## config.mk

```make
export PLATFORM = sky130hd
export DESIGN_NAME = axi_lite_master_bridge
export DESIGN_NICKNAME = d
export VERILOG_FILES = /design/src/rtl/axi_lite_master_bridge.sv
export SDC_FILE = /design/constraint.sdc
export NUM_CORES = 1
export LEC_CHECK = 0
export ABC_AREA = 1
export BUFFER_PORTS_ARGS = -buffer_cell sky130_fd_sc_hd__buf_2
export CAP_MARGIN = 20
export CORE_AREA = 2 2 112 114
export DETAILED_ROUTE_END_ITERATION = 10
export DIE_AREA = 0 0 114 116
export HOLD_SLACK_MARGIN = 0.05
export PLACE_DENSITY_LB_ADDON = 0.2
export SLEW_MARGIN = 10
export SYNTH_ARGS = -nofsm -noshare
export SYNTH_HDL_FRONTEND = slang
export SYNTH_SLANG_ARGS = --single-unit
```

## constraint.sdc

```tcl
create_clock -name clk -period 4 [get_ports clk]
set_input_delay 0.4 -clock clk [delete_from_list [all_inputs] [get_ports clk]]
set_output_delay 0.4 -clock clk [all_outputs]
set_load 0.02 [all_outputs]
```

## src/rtl/axi_lite_master_bridge.sv

```systemverilog
// AXI4-Lite master bridge: converts level read/write requests from the dot-product
// engine into single-beat AXI-Lite transactions on independent read/write channels.
module axi_lite_master_bridge #(
    parameter int TIMEOUT_EN = 0
) (
    input  logic        clk,
    input  logic        resetn,
    input  logic        read_req,
    input  logic [31:0] read_addr,
    output logic [31:0] read_data,
    output logic        read_data_valid,
    input  logic        write_req,
    input  logic [31:0] write_addr,
    input  logic [31:0] write_data,
    output logic        write_done,
    input  logic        err_clr,
    output logic [1:0]  err_out,
    output logic        rd_busy,
    output logic        wr_busy,
    output logic [31:0] m_araddr,
    output logic [2:0]  m_arprot,
    output logic        m_arvalid,
    input  logic        m_arready,
    input  logic [31:0] m_rdata,
    input  logic [1:0]  m_rresp,
    input  logic        m_rvalid,
    output logic        m_rready,
    output logic [31:0] m_awaddr,
    output logic [2:0]  m_awprot,
    output logic        m_awvalid,
    input  logic        m_awready,
    output logic [31:0] m_wdata,
    output logic [3:0]  m_wstrb,
    output logic        m_wvalid,
    input  logic        m_wready,
    input  logic [1:0]  m_bresp,
    input  logic        m_bvalid,
    output logic        m_bready
);

    // Reserved for a future response timeout; intentionally has no logic behind it.
    if (TIMEOUT_EN != 0) begin : g_timeout_reserved
    end

    typedef enum logic [1:0] {R_IDLE, R_ADDR, R_DATA, R_HOLD} r_state_t;
    typedef enum logic [1:0] {W_IDLE, W_XFER, W_RESP, W_HOLD} w_state_t;

    r_state_t    r_state, r_state_n;
    w_state_t    w_state, w_state_n;
    logic [31:0] araddr_n, rdata_n, awaddr_n, wdata_n;
    logic        arvalid_n, rready_n, rdv_n;
    logic        awvalid_n, wvalid_n, bready_n, wdone_n;
    logic        rd_err, wr_err;
    logic [1:0]  err_n;

    always_comb begin
        r_state_n = r_state;
        araddr_n  = m_araddr;
        arvalid_n = m_arvalid;
        rready_n  = m_rready;
        rdata_n   = read_data;
        rdv_n     = 1'b0;
        rd_err    = 1'b0;
        case (r_state)
            R_IDLE: if (read_req) begin
                araddr_n  = read_addr;
                arvalid_n = 1'b1;
                r_state_n = R_ADDR;
            end
            R_ADDR: if (m_arvalid && m_arready) begin
                arvalid_n = 1'b0;
                rready_n  = 1'b1;
                r_state_n = R_DATA;
            end
            R_DATA: if (m_rvalid && m_rready) begin
                rdata_n   = m_rdata;
                rdv_n     = 1'b1;
                rready_n  = 1'b0;
                rd_err    = (m_rresp != 2'b00);
                r_state_n = R_HOLD;
            end
            // One dead cycle lets the requester move read_addr/drop read_req.
            R_HOLD: r_state_n = R_IDLE;
        endcase
    end

    always_comb begin
        w_state_n = w_state;
        awaddr_n  = m_awaddr;
        wdata_n   = m_wdata;
        awvalid_n = m_awvalid;
        wvalid_n  = m_wvalid;
        bready_n  = m_bready;
        wdone_n   = 1'b0;
        wr_err    = 1'b0;
        case (w_state)
            W_IDLE: if (write_req) begin
                awaddr_n  = write_addr;
                wdata_n   = write_data;
                awvalid_n = 1'b1;
                wvalid_n  = 1'b1;
                w_state_n = W_XFER;
            end
            W_XFER: begin
                // A channel whose valid is already low finished its handshake earlier.
                awvalid_n = m_awvalid && !m_awready;
                wvalid_n  = m_wvalid && !m_wready;
                if (!awvalid_n && !wvalid_n) begin
                    bready_n  = 1'b1;
                    w_state_n = W_RESP;
                end
            end
            W_RESP: if (m_bvalid && m_bready) begin
                bready_n  = 1'b0;
                wdone_n   = 1'b1;
                wr_err    = (m_bresp != 2'b00);
                w_state_n = W_HOLD;
            end
            W_HOLD: w_state_n = W_IDLE;
        endcase
    end

    // A fresh error outranks a simultaneous clear.
    always_comb begin
        err_n = err_clr ? 2'b00 : err_out;
        if (rd_err) err_n[0] = 1'b1;
        if (wr_err) err_n[1] = 1'b1;
    end

    always_ff @(posedge clk) begin
        m_arprot <= 3'b000;
        m_awprot <= 3'b000;
        if (!resetn) begin
            r_state         <= R_IDLE;
            w_state         <= W_IDLE;
            m_araddr        <= '0;
            m_arvalid       <= 1'b0;
            m_rready        <= 1'b0;
            read_data       <= '0;
            read_data_valid <= 1'b0;
            m_awaddr        <= '0;
            m_wdata         <= '0;
            m_wstrb         <= 4'h0;
            m_awvalid       <= 1'b0;
            m_wvalid        <= 1'b0;
            m_bready        <= 1'b0;
            write_done      <= 1'b0;
            err_out         <= 2'b00;
            rd_busy         <= 1'b0;
            wr_busy         <= 1'b0;
        end else begin
            r_state         <= r_state_n;
            w_state         <= w_state_n;
            m_araddr        <= araddr_n;
            m_arvalid       <= arvalid_n;
            m_rready        <= rready_n;
            read_data       <= rdata_n;
            read_data_valid <= rdv_n;
            m_awaddr        <= awaddr_n;
            m_wdata         <= wdata_n;
            m_wstrb         <= 4'hF;
            m_awvalid       <= awvalid_n;
            m_wvalid        <= wvalid_n;
            m_bready        <= bready_n;
            write_done      <= wdone_n;
            err_out         <= err_n;
            rd_busy         <= (r_state_n != R_IDLE);
            wr_busy         <= (w_state_n != W_IDLE);
        end
    end

endmodule

```

-- Word level (Yosys, flattened, before mapping)
Cells that the tools add are included.
- register bits after elaboration: 147
- input bits: 142
- output and inout bits: 149
- word-level logic and storage cells: 91
- equal/unequal tests: 12
- muxes and demuxes: 30
- reduce and logical (&&, ||, !) cells: 31
- operators with widths (operator ; count):
    2-bit nonzero test ; 10
    2-bit one-hot mux with 4 select lines ; 2
    1-bit 2-to-1 mux ; 15
    2-bit 2-to-1 mux ; 7
    2-bit inequality test, second input constant ; 6
    2-bit AND reduction ; 6
    1-bit one-hot mux with 2 select lines ; 5
    3-bit AND reduction ; 3
    2-bit equality test, second input constant ; 4
    1-bit logical AND ; 6
    2-bit by 1-bit equality test with 1-bit output, second input constant ; 2
    1-bit logical NOT ; 4
    2-bit logical NOT ; 2
    4-bit 2-to-1 mux ; 1

-- Depth between registers and ports, before layout
Gate-level depths: netlist (run 1).
- depth in word-level cells: 7
- depth in mapped cells: 8
- depth with buffers taken out: 8

-- Least setup slack after synthesis (run 1)
No wires, ideal clock.
- path type: register to register
- from: register w_state[0]
- to: register m_awvalid
- setup time: 135 ps
- data arrival time: 1239 ps
- path slack: 2626 ps
- stages on the path, launching flop included: 8
- clock period less this slack: 1374 ps
- cell sequence: dfxtp_1 > inv_1 > ha_1 > nand2_1 > buf_4 > o21ai_0 > o21ai_1 > a21oi_1
- word-level cells in the longest chain between the ends: 3
- ends and longest elaborated chain (item ; RTL line ; RTL):
    start, declared ; 49 ; w_state_t w_state, w_state_n;
    start signal, assigned ; 153 ; w_state <= w_state_n;
    2-bit by 1-bit equality test with 1-bit output or 2-bit logical NOT (tied branches) ; 96 ; case (w_state)
    2-bit nonzero test (no source line) or 2-bit inequality test (tied branches) ; n/a ;
    2-bit AND reduction (no source line) ; n/a ;
    end signal, assigned ; 162 ; m_awvalid <= awvalid_n;
    end, declared ; 30 ; output logic m_awvalid,
Parallel ways exist; a longest one is shown, timed or not.
A chain may end at the register's enable or synchronous reset.

-- Final worst setup path (run 1)
- from: register w_state[0]
- to: register m_wvalid
- word-level cells in the longest chain between the ends: 3
- ends and longest elaborated chain (item ; RTL line ; RTL):
    2-bit by 1-bit equality test with 1-bit output or 2-bit logical NOT (tied branches) ; 96 ;
    2-bit nonzero test (no source line) or 2-bit inequality test (tied branches) ; n/a ;
    2-bit AND reduction (no source line) ; n/a ;
    end signal, assigned ; 163 ; m_wvalid <= wvalid_n;
    end, declared ; 34 ; output logic m_wvalid,
Parallel ways exist; a longest one is shown, timed or not.

==> impl_metrics.env, run 1 <==
export IMPL_antenna_cells=0
export IMPL_slew_viol_final=0
export IMPL_h_tree_depth=4
export IMPL_ys_types=29
export IMPL_fp_dieW_um=114
export IMPL_ant_nets=0
export IMPL_ctsLongestPathBuffers=2
export IMPL_drt_initial_drc_count=406
export IMPL_tns_ns=0
export IMPL_hold_violations=0
export IMPL_path_class="reg -> reg"
export IMPL_gp_congestion=0.7673
export IMPL_worstHoldStart="read_addr[17]"
export IMPL_crit_start="w_state[0]"
export IMPL_synth_area_sq_um=5174
export IMPL_endpoint_kind="flop"
export IMPL_maxCapViolCount=0
export IMPL_met3_usage=0.07636
export IMPL_cp_arrival_ns=2.24
export IMPL_finClkSkew_ns=0.004650
export IMPL_synth_most_common_cell="nor2_1"
export IMPL_groute_usage_overall=0.2156
export IMPL_period_share=0.4906
export IMPL_drc_errors=0
export IMPL_initial_utilization=0.4343
export IMPL_cts_tree="built"
export IMPL_p_sw_frac=0.2741
export IMPL_grt_pass1_wl_mm=22.38
export IMPL_place_ws_ns=2.054
export IMPL_cts_setup_buffers=0
export IMPL_io_pins=291
export IMPL_grt_max_degree=94
export IMPL_gr_usage_met1=0.2587
export IMPL_switchingPower_w=0.001053
export IMPL_place_port_buffers=284
export IMPL_yosys_warnings=0
export IMPL_die_area_sq_um=13220
export IMPL_routed_wirelength_mm=14.34
export IMPL_grt_ovfl_total=0
export IMPL_async_flop_share=0
export IMPL_run_status="finished clean"
export IMPL_ys_seq_elements=144
export IMPL_clock_root_buffer="clkbuf_16"
export IMPL_holdBufCountCts=0
export IMPL_r2r_start="w_state[0]"
export IMPL_fin_nets=1064
export IMPL_max_slew_margin=0.4905
export IMPL_setup_violations=0
export IMPL_grt_pass1_vias=4581
export IMPL_grtUsageMet2=0.3560
export IMPL_core_area_sq_um=11910
export IMPL_vdd_drop_max_v=0.0002717
export IMPL_p_int_w=0.002789
export IMPL_synth_ff_type="dfxtp_1"
export IMPL_ys_seq_area_frac=0.5572
export IMPL_viasPerCell=4.737
export IMPL_cts_clk_slew_worst_paths_ns=0.06
export IMPL_rsz0062_at_grt="no"
export IMPL_avgRoutedWirePerCell_um=13.32
export IMPL_synthTopCellsByCount="nor2_1, dfxtp_1, o21ai_0, nand2_1, clkbuf_1"
export IMPL_worst_slew_pin_slew_ns=0.7643
export IMPL_cts_buffers=17
export IMPL_combPwrFrac=0.176
export IMPL_timing_fmax_ghz=0.5096
export IMPL_drive_gt1_frac=0.3495
export IMPL_cts_resized=0
export IMPL_pwr_share_clk=0.400
export IMPL_syn_avg_cell_area_sq_um=7.875
export IMPL_crit_required_ns=4.28
export IMPL_crit_fanout=65
export IMPL_p_seq_frac=0.424
export IMPL_period_needed_ns=1.962
export IMPL_p_leak_nw=3.637
export IMPL_first_pass_iters=4
export IMPL_area_growth_pct=37.90
export IMPL_post_dp_hpwl_mm=10.08
export IMPL_syn_instance_count=657
export IMPL_synth_top_area_frac=0.5572
export IMPL_vias=5102
export IMPL_min_path_type="in -> reg"
export IMPL_startpoint_type="flop"
export IMPL_rows=40
export IMPL_cts_num_sinks=144
export IMPL_netlist_top_cells_area="dfxtp_1, nor2_1, o21ai_0"
export IMPL_grt_busiest_layer="met2"
export IMPL_antenna_found_initial=0
export IMPL_finalWorstSetupSlack_ns=2.038
export IMPL_synth_edf_count=0
export IMPL_yosys_area_top_type="dfxtp_1"
export IMPL_die_y_um=116
export IMPL_p_total_w=0.003842
export IMPL_power_density_nw_per_um2=538.6
export IMPL_clock_latency_ns=0.41
[critical path, stage by stage, from the launching register on]
cell     delay (ns)
dfxtp_1        0.37
inv_1          0.09
ha_1           0.27
nand2_2        0.10
buf_4          0.45
o21ai_0        0.31
o21ai_1        0.19
a21oi_1        0.05
[metal layers]
layer,vias to the layer above,wire length (um)
met5,-,0
met4,0,310
met3,25,1279
met2,236,6811
met1,2238,5943
li1,2603,-
[cell families (layout without fill, tap and decap cells)]
family | count (synthesis) | after routing | synth area share
adder cells (fa/ha/maj) | 3 | 3 | 0.007256
flip-flops | 144 | 144 | 0.5572
buffers and inverters | 67 | 335 | 0.06940
AND/OR/NAND/NOR | 298 | 298 | 0.2247
other | 1 | 6 | 0.0007248
AO/OA/AOI/OAI | 144 | 144 | 0.1408
[power by group through the flow]
| stage | combinational, W | sequential (W) | clock (W) |
|---|---|---|---|
| after global placement | 0.000677 | 0.00165 | 0 |
| after global routing | 0.000756 | 0.00164 | 0.00165 |
| final | 0.000676 | 0.00163 | 0.00154 |
| after floorplan | 0.000278 | 0.00181 | 0 |
| after detailed placement | 0.000678 | 0.00166 | 0 |
| after CTS | 0.000679 | 0.00163 | 0.00158 |
[per-stage QoR]
step,util,hold WS [ns],instance area [sq um],std cells
finish,0.5990,0.2096,7134,1077
global route,0.5990,0.1948,7134,1077
CTS,0.5990,0.1934,7134,1077
detailed placement,0.5501,0.4499,6553,1047
global placement,0.5501,0.4475,6553,1047
floorplan,-,0.4277,5192,662
[cells in the final DEF, fill, tap and decap left out, drive strengths merged, types with 2 or more instances in the layout]
master	count
nand3	5
inv	17
nand2	26
a21oi	8
clkbuf	24
o21ai	133
buf	287
clkinv	5
dfxtp	144
conb	6
bufinv	2
nor2	263
ha	3
[path summary, 6_finish.rpt]
kind	endpoint	slack (ns)	cells after the start
setup / recovery	m_wvalid	2.04	7
setup reg to reg	m_wvalid	2.04	7
hold reg to reg	err_out[0]	0.46	2
hold / removal	m_araddr[17]	0.21	3
[sequential cells by signal, indices dropped and copies added, names as in the netlist]
name	count
wr_busy	1
write_done	1
w_state	2
m_awaddr	32
read_data	32
m_awvalid	1
rd_busy	1
m_bready	1
err_out	2
m_araddr	32
read_data_valid	1
r_state	2
m_wvalid	1
m_wstrb	1
m_arvalid	1
m_wdata	32
m_rready	1
[layout make-up]
type | instances | area, sq um
clock inverters | 6 | 80.08
multi-input cells | 451 | 1953
clock buffers | 24 | 501.7
repair buffers | 287 | 1459
well taps | 147 | 183.9
fillers | 1158 | 4777
flip-flops and latches | 144 | 2883
inverters | 18 | 73.82
Power figures use the tool's default switching activity.
==> run 2: changes to the inputs <==
ABC_AREA = 0   (was 1)
CORE_AREA = not set   (was 2 2 112 114)
CORE_UTILIZATION = 41   (was not set)
DIE_AREA = not set   (was 0 0 114 116)
clock period = 1.7 ns   (was 4 ns; I/O delays follow)
==> run 2 against run 1 <==
Effect of this change:
- power grew 140%
- register-to-register slack got worse by 1.9 ns
- clock skew up 0.0022 ns
- core utilization up 8.4 points
- highest routed layer is now met5
==> impl_metrics.env, run 2 <==
export IMPL_cts_clk_slew_worst_paths_ns=0.06
export IMPL_vias=5683
export IMPL_cts_buffers=17
export IMPL_p_total_w=0.009410
export IMPL_hold_path_end="err_out[1]"
export IMPL_power_density_nw_per_um2=1040
export IMPL_viasPerCell=4.590
export IMPL_fin_nets=1194
export IMPL_synth_top_area_frac=0.5188
export IMPL_ant_nets=0
export IMPL_grt_busiest_layer="met2"
export IMPL_drive_gt1_frac=0.3117
export IMPL_avgRoutedWirePerCell_um=13.25
export IMPL_rows=42
export IMPL_gp_congestion=0.7683
export IMPL_startpoint_type="flop"
export IMPL_r2r_start="r_state[0]"
export IMPL_ff2ff_path_depth=5
export IMPL_run_status="finished clean"
export IMPL_die_area_sq_um=14020
export IMPL_yosys_area_top_type="dfxtp_1"
export IMPL_synth_area_sq_um=5557
export IMPL_post_dp_hpwl_mm=9.717
export IMPL_hold_depth=3
export IMPL_path_class="reg -> reg"
export IMPL_clock_latency_ns=0.42
export IMPL_r2r_end="read_data[31]"
export IMPL_synthTopCellsByCount="nand2_1, dfxtp_1, a21boi_1, a21boi_0"
export IMPL_tns_ns=0
export IMPL_ys_seq_area_frac=0.5188
export IMPL_endpoint_kind="flop"
export IMPL_cts_resized=0
export IMPL_synth_edf_count=0
export IMPL_groute_usage_overall=0.2350
export IMPL_syn_avg_cell_area_sq_um=8.562
export IMPL_layout_common_cells="buf_2, nand2_1, dfxtp_1"
export IMPL_met3_usage=0.07577
export IMPL_grt_pass1_wl_mm=26.16
export IMPL_min_path_type="in -> reg"
export IMPL_fp_dieW_um=118.4
export IMPL_vdd_drop_max_v=0.0008946
export IMPL_io_pins=291
export IMPL_rsz0062_at_grt="no"
export IMPL_crit_required_ns=2.05
export IMPL_slew_viol_final=0
export IMPL_drt_initial_drc_count=314
export IMPL_grt_pass1_vias=5584
export IMPL_maxCapViolCount=0
export IMPL_first_pass_iters=6
export IMPL_h_tree_depth=4
export IMPL_die_y_um=118.4
export IMPL_gr_usage_met1=0.2518
export IMPL_grt_max_degree=47
export IMPL_async_flop_share=0
export IMPL_routed_wirelength_mm=16.40
export IMPL_reg2reg_slack_ns=0.15
export IMPL_drc_errors=0
export IMPL_grt_ovfl_total=0
export IMPL_synth_ff_type="dfxtp_1"
export IMPL_place_port_buffers=284
export IMPL_initial_utilization=0.4196
export IMPL_p_leak_nw=4.216
export IMPL_synth_most_common_cell="nand2_1"
export IMPL_yosys_warnings=0
export IMPL_hold_slack_ns=0.06490
export IMPL_crit_fanout=9
export IMPL_worstHoldStart="m_bvalid"
export IMPL_setup_violations=0
export IMPL_ys_types=36
export IMPL_cts_setup_buffers=0
export IMPL_cp_arrival_ns=1.90
export IMPL_cts_tree="built"
export IMPL_core_area_sq_um=13240
export IMPL_period_share=0.9118
export IMPL_grtUsageMet2=0.4154
export IMPL_hold_violations=0
export IMPL_ctsLongestPathBuffers=2
export IMPL_final_common_cell="buf_2"
export IMPL_finClkSkew_ns=0.006823
export IMPL_antenna_cells=0
export IMPL_ys_seq_elements=144
export IMPL_antenna_found_initial=1
export IMPL_timing_fmax_ghz=0.6451
export IMPL_cts_num_sinks=144
export IMPL_netlist_top_cells_area="dfxtp_1, nand2_1, a21boi_1"
export IMPL_syn_instance_count=649
export IMPL_clock_root_buffer="clkbuf_16"
export IMPL_period_needed_ns=1.550
export IMPL_area_growth_pct=62.82
run 2: cell count changes after synthesis, sizes merged, moves of 3 or more:
| cell | before | now |
|---|---|---|
| a21boi | 0 | 135 |
| a21oi | 8 | 2 |
| and2 | 0 | 4 |
| and3 | 0 | 3 |
| buf | 29 | 38 |
| clkbuf | 20 | 15 |
| inv | 17 | 6 |
| nand2 | 26 | 264 |
| nand2b | 0 | 5 |
| nand3 | 5 | 2 |
| nor2 | 263 | 2 |
| o21ai | 133 | 6 |
run 2: area by class of cell:
class                           count  area, sq um
Inverter                            6        22.52
Tap cell                          176        220.2
Fill cell                        1051         4195
Clock inverter                     10        157.7
Multi-Input combinational cell    451         2347
Clock buffer                       22        474.2
Sequential cell                   144         2883
Timing Repair Buffer              429         2943
run 2: critical path, cell delays in order (launching register included):
cell      delay (ns)
dfxtp_1         0.37
nor2b_2         0.17
and3_1          0.47
buf_4           0.26
nand2_1         0.08
a21boi_1        0.13
run 2: per-stage QoR:
stage / instance area, sq um / setup slack, ns / instances / util
global route: 9047 / 0.01987 / 1238 / 0.6832
finish: 9047 / 0.1499 / 1238 / 0.6832
floorplan: 5575 / 0.2429 / 654 / -
detailed placement: 7094 / 0.1590 / 1074 / 0.5357
global placement: 7094 / 0.1879 / 1074 / 0.5357
CTS: 9047 / 0.1309 / 1238 / 0.6832
run 2: layer usage:
metal	wire length [um]	up-vias
li1	-	2890
met1	6756	2566
met2	8174	184
met3	952	41
met4	509	2
met5	8	-
run 2: power by group:
group	leakage, nW	internal (W)	switching [W]
combinational	2.72	0.000765	0.000952
clock	0.314	0.00257	0.00139
sequential	1.18	0.00361	0.000127
run 2: cells by family (layout without fill, tap and decap cells):
family	Yosys count	in the layout	synth area share
buffers and inverters	59	467	0.06282
flip-flops	144	144	0.5188
adder cells (fa/ha/maj)	3	3	0.006756
AO/OA/AOI/OAI	157	157	0.2085
AND/OR/NAND/NOR	285	285	0.2024
other	1	6	0.0006749
run 2: repair_timing:
action,in CTS,in global routing
hold buffers,132,0
endpoints found under the hold margin,133,0
endpoints found under the setup margin,0,0
run 2: worst max path at each step:
stage          startpoint  slack, ns       endpoint
3_5_place_dp   r_state[0]       0.16  read_data[31]
5_1_grt        w_state[0]       0.02     m_wdata[3]
3_3_place_gp   w_state[1]       0.19        wr_busy
6_report       r_state[0]       0.15  read_data[31]
4_1_cts        r_state[0]       0.13  read_data[31]
2_1_floorplan  w_state[0]       0.24    m_wdata[17]
